--- config.mk ---
export PLATFORM = sky130hd
export DESIGN_NAME = pe_credit_endpoint
export DESIGN_NICKNAME = d
export VERILOG_FILES = /design/src/rtl/pe_credit_endpoint.sv
export SDC_FILE = /design/constraint.sdc
export NUM_CORES = 1
export LEC_CHECK = 0
export CORE_ASPECT_RATIO = 0.8
export CORE_MARGIN = 5
export CORE_UTILIZATION = 50
export DETAILED_ROUTE_END_ITERATION = 6
export HOLD_SLACK_MARGIN = 0.02
export PLACE_DENSITY = 0.68
export RECOVER_POWER = 25
export REMOVE_ABC_BUFFERS = 1
export SETUP_SLACK_MARGIN = 0.5
export SYNTH_ARGS = -nofsm -noshare
export SYNTH_HDL_FRONTEND = slang
export SYNTH_SLANG_ARGS = --single-unit
--- constraint.sdc ---
create_clock -name clk -period 4.1 [get_ports clk]
set_clock_uncertainty 0.15 [all_clocks]
set_input_delay 0.41 -clock clk [delete_from_list [all_inputs] [get_ports clk]]
set_output_delay 0.41 -clock clk [all_outputs]
set_load 0.03 [all_outputs]
--- src/rtl/pe_credit_endpoint.sv ---
// rtl/pe_credit_endpoint.sv - mesh PE endpoint: credit-gated injection FIFO, ejection FIFO with credit return
module pe_credit_endpoint #(
  parameter int FLIT_W    = 20,
  parameter int CREDITS   = 4,
  parameter int INJ_DEPTH = 8,
  parameter int EJ_DEPTH  = 4
) (
  input  logic                         clk,
  input  logic                         RST,
  input  logic [FLIT_W-1:0]            inj_data,
  input  logic                         inj_valid,
  output logic                         inj_ready,
  output logic [FLIT_W-1:0]            dataout,
  output logic                         out_valid,
  input  logic                         ci,
  input  logic [FLIT_W-1:0]            datain,
  input  logic                         in_valid,
  output logic                         co,
  output logic [FLIT_W-1:0]            ej_data,
  output logic                         ej_valid,
  input  logic                         ej_ready,
  output logic [$clog2(CREDITS+1)-1:0] credit_cnt,
  output logic                         err_ovf
);

  localparam int CW  = $clog2(CREDITS+1);
  localparam int IAW = $clog2(INJ_DEPTH);
  localparam int IOW = $clog2(INJ_DEPTH+1);
  localparam int EAW = $clog2(EJ_DEPTH);
  localparam int EOW = $clog2(EJ_DEPTH+1);
  localparam logic [CW-1:0]  CRED_MAX = CW'(CREDITS);
  localparam logic [IOW-1:0] INJ_FULL = IOW'(INJ_DEPTH);
  localparam logic [EOW-1:0] EJ_FULL  = EOW'(EJ_DEPTH);

  logic [FLIT_W-1:0] inj_mem [INJ_DEPTH];
  logic [FLIT_W-1:0] ej_mem  [EJ_DEPTH];

  logic [IAW-1:0]    inj_wptr_q, inj_wptr_d, inj_rptr_q, inj_rptr_d;
  logic [IOW-1:0]    inj_cnt_q, inj_cnt_d;
  logic [EAW-1:0]    ej_wptr_q, ej_wptr_d, ej_rptr_q, ej_rptr_d;
  logic [EOW-1:0]    ej_cnt_q, ej_cnt_d;
  logic [FLIT_W-1:0] dataout_q, dataout_d;
  logic              out_valid_q, out_valid_d;
  logic [CW-1:0]     credit_q, credit_d;
  logic              co_q, co_d;
  logic              err_q, err_d;

  logic inj_push, send, ej_push, ej_pop, ej_drop, cred_ovf;

  always_comb begin
    inj_push = inj_valid && (inj_cnt_q != INJ_FULL);
    send     = (inj_cnt_q != '0) && (credit_q != '0);

    inj_wptr_d  = inj_wptr_q + IAW'(inj_push);
    inj_rptr_d  = inj_rptr_q + IAW'(send);
    inj_cnt_d   = inj_cnt_q + IOW'(inj_push) - IOW'(send);
    dataout_d   = send ? inj_mem[inj_rptr_q] : dataout_q;
    out_valid_d = send;

    // A returned credit with nothing outstanding saturates and flags the router's mistake.
    credit_d = credit_q;
    cred_ovf = 1'b0;
    if (send && !ci) begin
      credit_d = credit_q - CW'(1);
    end else if (!send && ci) begin
      if (credit_q == CRED_MAX) cred_ovf = 1'b1;
      else                      credit_d = credit_q + CW'(1);
    end

    ej_pop  = (ej_cnt_q != '0) && ej_ready;
    ej_push = in_valid && ((ej_cnt_q != EJ_FULL) || ej_pop);
    ej_drop = in_valid && !ej_push;

    ej_wptr_d = ej_wptr_q + EAW'(ej_push);
    ej_rptr_d = ej_rptr_q + EAW'(ej_pop);
    ej_cnt_d  = ej_cnt_q + EOW'(ej_push) - EOW'(ej_pop);
    co_d      = ej_pop;
    err_d     = err_q || ej_drop || cred_ovf;
  end

  always_ff @(posedge clk) begin
    if (RST) begin
      inj_wptr_q  <= '0;
      inj_rptr_q  <= '0;
      inj_cnt_q   <= '0;
      ej_wptr_q   <= '0;
      ej_rptr_q   <= '0;
      ej_cnt_q    <= '0;
      dataout_q   <= '0;
      out_valid_q <= 1'b0;
      credit_q    <= CRED_MAX;
      co_q        <= 1'b0;
      err_q       <= 1'b0;
    end else begin
      inj_wptr_q  <= inj_wptr_d;
      inj_rptr_q  <= inj_rptr_d;
      inj_cnt_q   <= inj_cnt_d;
      ej_wptr_q   <= ej_wptr_d;
      ej_rptr_q   <= ej_rptr_d;
      ej_cnt_q    <= ej_cnt_d;
      dataout_q   <= dataout_d;
      out_valid_q <= out_valid_d;
      credit_q    <= credit_d;
      co_q        <= co_d;
      err_q       <= err_d;
    end
  end

  always_ff @(posedge clk) begin
    if (!RST && inj_push) inj_mem[inj_wptr_q] <= inj_data;
    if (!RST && ej_push)  ej_mem[ej_wptr_q]   <= datain;
  end

  assign inj_ready  = (inj_cnt_q != INJ_FULL);
  assign dataout    = dataout_q;
  assign out_valid  = out_valid_q;
  assign co         = co_q;
  assign ej_data    = ej_mem[ej_rptr_q];
  assign ej_valid   = (ej_cnt_q != '0);
  assign credit_cnt = credit_q;
  assign err_ovf    = err_q;

endmodule

==> Word-level counts from Yosys, hierarchy flattened <==
Memory sizes are Yosys's and may differ from the RTL's. A register that Yosys moved wholly into a read port is not among the register bits.
Index checks and enable logic that the tools add are counted.
{ "op_classes": {"eq_ne": 4, "addsub": 10, "n_mux": 11, "reduce_logical": 21} }
{ "op_table": {"columns": ["cell", "count"], "rows": [
  ["$add A3 B1 Y3", 3],
  ["$logic_and A1 B1 Y1", 9],
  ["$mux W3", 3],
  ["$mux W1", 7],
  ["$reduce_bool A3 Y1", 2],
  ["$add A2 B1 Y2", 2],
  ["$add A4 B1 Y4", 1],
  ["$logic_not A1 Y1", 4],
  ["$ne A4 B4 Y1 const B", 1],
  ["$reduce_bool A4 Y1", 1],
  ["$sub A4 B1 Y4", 1],
  ["$add A3 B1 Y3 const B", 1],
  ["$eq A3 B3 Y1 const B", 1],
  ["$logic_or A1 B1 Y1", 3],
  ["$ne A3 B3 Y1 const B", 1],
  ["$sub A3 B1 Y3", 1],
  ["$sub A3 B1 Y3 const B", 1],
  ["$mux W2", 1],
  ["$ne A2 B2 Y1 const B", 1],
  ["$reduce_and A2 Y1", 1],
  ["$reduce_bool A2 Y1", 1]
]} }
{ "word_totals": {"ff_bits": 23, "out_inout_bits": 48, "in_bits": 46, "mem_bits_rw": 240, "mem_count": 2, "elab_cells": 58} }
{ "mem_list": {"columns": ["name", "words", "word_bits", "read_ports", "rd_clocked_by_memory_dff", "write_ports", "line", "source"], "rows": [
  ["inj_mem", 8, 20, 1, 1, 1, "35", "logic [FLIT_W-1:0] inj_mem [INJ_DEPTH];"],
  ["ej_mem", 4, 20, 1, 1, 1, "36", "logic [FLIT_W-1:0] ej_mem [EJ_DEPTH];"]
]} }

==> Logic depth before layout (Yosys ltp) <==
{ "depth": {"depth_word": 8, "ltp_mapped": 11, "mapped_depth_nobuf": 11} }

==> Least setup slack after synthesis <==
Ideal clock, no wire load.
{ "synth_timing": {"kind": "reg-to-reg", "from": "reg inj_cnt_q[2]", "to": "mem inj_mem[0][0] (enable)", "synth_period_minus_slack_ns": 3.358, "setup_time_ns": 0.422, "required_time_ns": 3.528, "stages_incl_launch_ff": 7, "n_path_buf": 0, "setup_slack_ns": 0.742, "t_arrival_ns": 2.786, "path_cell_list": "dfxtp_1 -> inv_1 -> ha_1 -> or3b_1 -> nand2_1 -> or3_1 -> nor3_1"} }
{ "synth_between": {"elab_chain_len": 5} }
{ "synth_lines": {"columns": ["item", "line", "source"], "rows": [
  ["from (decl)", "39", "logic [IOW-1:0] inj_cnt_q, inj_cnt_d;"],
  ["from (signal assigned)", "97", "inj_cnt_q <= inj_cnt_d;"],
  ["$ne A4 B4 Y1", null, null],
  ["named net inj_ready", "12", "output logic inj_ready,"],
  ["$logic_and A1 B1 Y1", "51", "inj_push = inj_valid && (inj_cnt_q != INJ_FULL);"],
  ["$logic_and A1 B1 Y1", "110", "if (!RST && inj_push) inj_mem[inj_wptr_q] <= inj_data;"],
  ["$mux W1", "110", null],
  ["$mux W1 (implied by the code)", "110", null],
  ["to (decl)", "35", null]
]} }
The timed path passes the listed nets, and every way through them passes these cells.

==> metrics.md <==
| Metric | Value |
|---|---|
| Status | `finished, final reports clean` |
| Most common cell after layout, fill and taps aside | `edfxtp_1` |
| Placed instance count | `940` |
| Startpoint Class | `flip-flop` |
| Top sig layer | `met4` |
| GRT overflow | `0` |
| Area Growth Syn to Fin | `20.8%` |
| Met3 wire length | `1330 um` |
| Fin Setup TNS | `0 ns` |
| Distinct cells, synth | `38` |
| Reg-to-reg endpoint | `credit_cnt[2]$_SDFFE_PP1P_` |
| Crit path cell chain | `mux4_2 > clkdlybuf4s50_1` |
| Number of top-level pins | `94` |
| Arr. time, crit path | `2.62 ns` |
| Flops & latches, synth | `283` |
| Hold Path End | `dataout[17]$_SDFFE_PP0N_` |
| Number of CTS-inserted buffers | `28` |
| Port Buffer Count | `93` |
| N_diodes | `0` |
| Largest net degree at the start of global routing | `45` |
| CTS H-tree depth | `1` |
| Routed Antenna Nets | `0` |
| Crit-path max FO | `21` |
| Max VDD drop | `0.703 mV` |
| Pwr Total | `8410 uW` |
| Period utilisation layout | `77.6%` |
| DIE WIDTH | `175 um` |
| Filler cells | `1484` |
| CP Class | `reg2out` |
| DRC | `0` |
| Pre-Repair DR Iteration Count | `4` |
| Worst reg2reg path depth | `10` |
| Post-synth top flop | `edfxtp_1` |
| R2r startpoint | `inj_cnt_q[2]$_SDFF_PP0_` |
| Clk_lat worst skew | `0.52 ns` |
| Cell area after layout | `13100 um^2` |
| Crit end category | `primary output` |
| Gpl congestion | `0.688` |
| Synthesized instance count | `576` |
| Metal-1 WL | `8760 um` |
| Final Non-Filler Cells | `992` |
| Final setup viols | `0` |
| Routed Wire Length | `20700 um` |
| Antenna violations before repair | `0` |
| CP required | `3.54 ns` |
| Syn Std Cell Area | `10800 um^2` |
| Row cnt | `48` |
| Post-synth ARST share | `0%` |
| Crit-path max cell delay | `1.02 ns` |
| Placeable Area | `21400 um^2` |
| WHS | `0.390 ns` |
| Final net count | `760` |
| RSZ-0062 raised after global routing | `no` |
| Slew headroom | `28.5%` |
| Postcts setup bufs | `0` |
| Worst-path clk slew | `0.06 ns` |
| HPWL Detailed | `12300 um` |
| Power Density | `643 nW/um^2` |
| DR iter-0 viols | `299` |
| Commonest non-fill, non-tap cells in the layout | `edfxtp_1, clkdlybuf4s50_1, a21oi_1, dfxtp_1, mux2i_1` |
| Number of synthesized flops with an enable pin | `240` |
| Initial Util | `50.5%` |
| Root buffer cell | `clkbuf_16` |
| Sink Count | `283` |
| FF-to-FF setup slack | `1.43 ns` |
| Total GRT Usage | `16.8%` |
| Resized cells post-CTS | `0` |
| CTS Hold Bufs | `0` |
| DR WL/cell | `20.8 um` |
| Worst Min Path Start | `dataout[17]$_SDFFE_PP0N_` |
| Syn avg cell area | `18.8 um^2` |
| Vias | `5427` |
| Hold Crit Class | `reg2reg` |
| Buf+Inv Stages, Crit Path | `1` |
| Fin crit period | `3.18 ns` |
| Vias per cell | `5.47` |
| Worst hold path cell count | `2` |
| CTS tree | `done` |
| Full die area | `24700 um^2` |
| Final hold violation count | `0` |
| Sequential element share of the synthesized area | `74.5%` |
| Global-route wire length before repair | `32500 um` |
| CP max stage cell | `dfxtp_1` |
| Met2 WL | `10300 um` |
| Clock buffer depth | `3` |
| Share of post-route cells with drive strength above 1 | `18.4%` |
| Slew Viols, Final | `0` |
| # Max-Cap Violations | `0` |
| Vias in the first global route | `5741` |
| Dpl cell area | `12100 um^2` |
| Leakage Power | `0.00432 uW` |
| Fmax achieved | `0.314 GHz` |
| Worst-Margin Slew | `1.07 ns` |
| Die Y-Extent | `142 um` |
| YS warnings | `0` |
| Top delay family on crit path | `flip-flops` |
## metrics by stage
step / setup WS [ns] / util (%)
6_report: 0.918 / 61.0
5_1_grt: 0.794 / 61.0
4_1_cts: 0.839 / 61.0
3_5_place_dp: 1.20 / 56.7
3_3_place_gp: 1.36 / 56.7
2_1_floorplan: 0.742 / -
## cell type report
cell class | instances | area [um^2] | share of cell area [%]
Sequential cell | 283 | 8070 | 61.7
Multi-Input combinational cell | 249 | 2570 | 19.6
Timing Repair Buffer | 116 | 1100 | 8.43
Clock buffer | 45 | 856 | 6.54
Tap cell | 275 | 344 | 2.63
Clock inverter | 7 | 82.6 | 0.631
Inverter | 17 | 63.8 | 0.488
## state kept, by name (all words and copies together) (netlist names), 2 cells and up
name / flops
inj_mem: 160
ej_mem: 80
dataout: 20
inj_cnt_q: 4
credit_cnt: 3
ej_cnt_q: 3
inj_rptr_q: 3
inj_wptr_q: 3
ej_rptr_q: 2
ej_wptr_q: 2
## worst reg2reg max path: cells and delay by family, from the launching register on
kind,cells,cell delay [ns]
adder cells (fa/ha/maj),3,0.88
buffers and inverters,3,0.56
AO/OA/AOI/OAI,3,0.46
flip-flops,1,0.31
XOR/XNOR,1,0.16
## where the power goes
group	switching, uW	internal (uW)	total, uW	leakage, uW
Combinational	1310	1030	2340	0.00133
Sequential	165	3370	3530	0.00253
Clock	991	1540	2540	0.000461
## worst max path at each step
stage	cells after the start	end	slack, ns	startpoint
global route	2	ej_data[18]	0.79	ej_rptr_q[1]$_SDFF_PP0_
finish	2	ej_data[14]	0.92	ej_rptr_q[1]$_SDFF_PP0_
floorplan	6	inj_mem[0][0]$_DFFE_PP_	0.74	inj_cnt_q[2]$_SDFF_PP0_
CTS	2	ej_data[3]	0.84	ej_rptr_q[1]$_SDFF_PP0_
detailed placement	10	ej_cnt_q[2]$_SDFF_PP0_	1.20	ej_ready
global placement	10	ej_cnt_q[2]$_SDFF_PP0_	1.36	ej_ready
## layer usage
| metal | vias to the layer above | GRT usage [%] |
|---|---|---|
| li1 | 2518 | - |
| met1 | 2746 | 22.8 |
| met2 | 138 | 29.0 |
| met3 | 25 | 3.09 |
| met4 | 0 | 3.60 |
| met5 | - | 0 |
## cells by family (layout without fill, tap and decap cells)
logic type      Yosys count  after routing  synth area share, %
xor+xnor                  9              9                0.728
mux                      80             80                 12.1
fa+ha+maj                19             19                 2.40
flops                   283            283                 74.5
simple gates             53             53                 2.66
buf+inv                  44            185                 2.06
compound gates           88             88                 5.60
## synthesized netlist by cell type (all sizes together) (3+ instances only)
| cell | number | area, um^2 |
|---|---|---|
| mux4 | 40 | 905 |
| nand2b | 4 | 25.0 |
| dfxtp | 43 | 861 |
| o22ai | 20 | 250 |
| mux2i | 40 | 400 |
| clkbuf | 8 | 30.0 |
| inv | 17 | 63.8 |
| xnor2 | 7 | 61.3 |
| o21ai | 20 | 100 |
| edfxtp | 240 | 7210 |
| nor3 | 6 | 30.0 |
| nor2 | 19 | 71.3 |
| a21oi | 44 | 224 |
| nor2b | 9 | 56.3 |
| buf | 19 | 129 |
| fa | 3 | 60.1 |
| ha | 16 | 200 |
(Power assumes the default switching activity.)
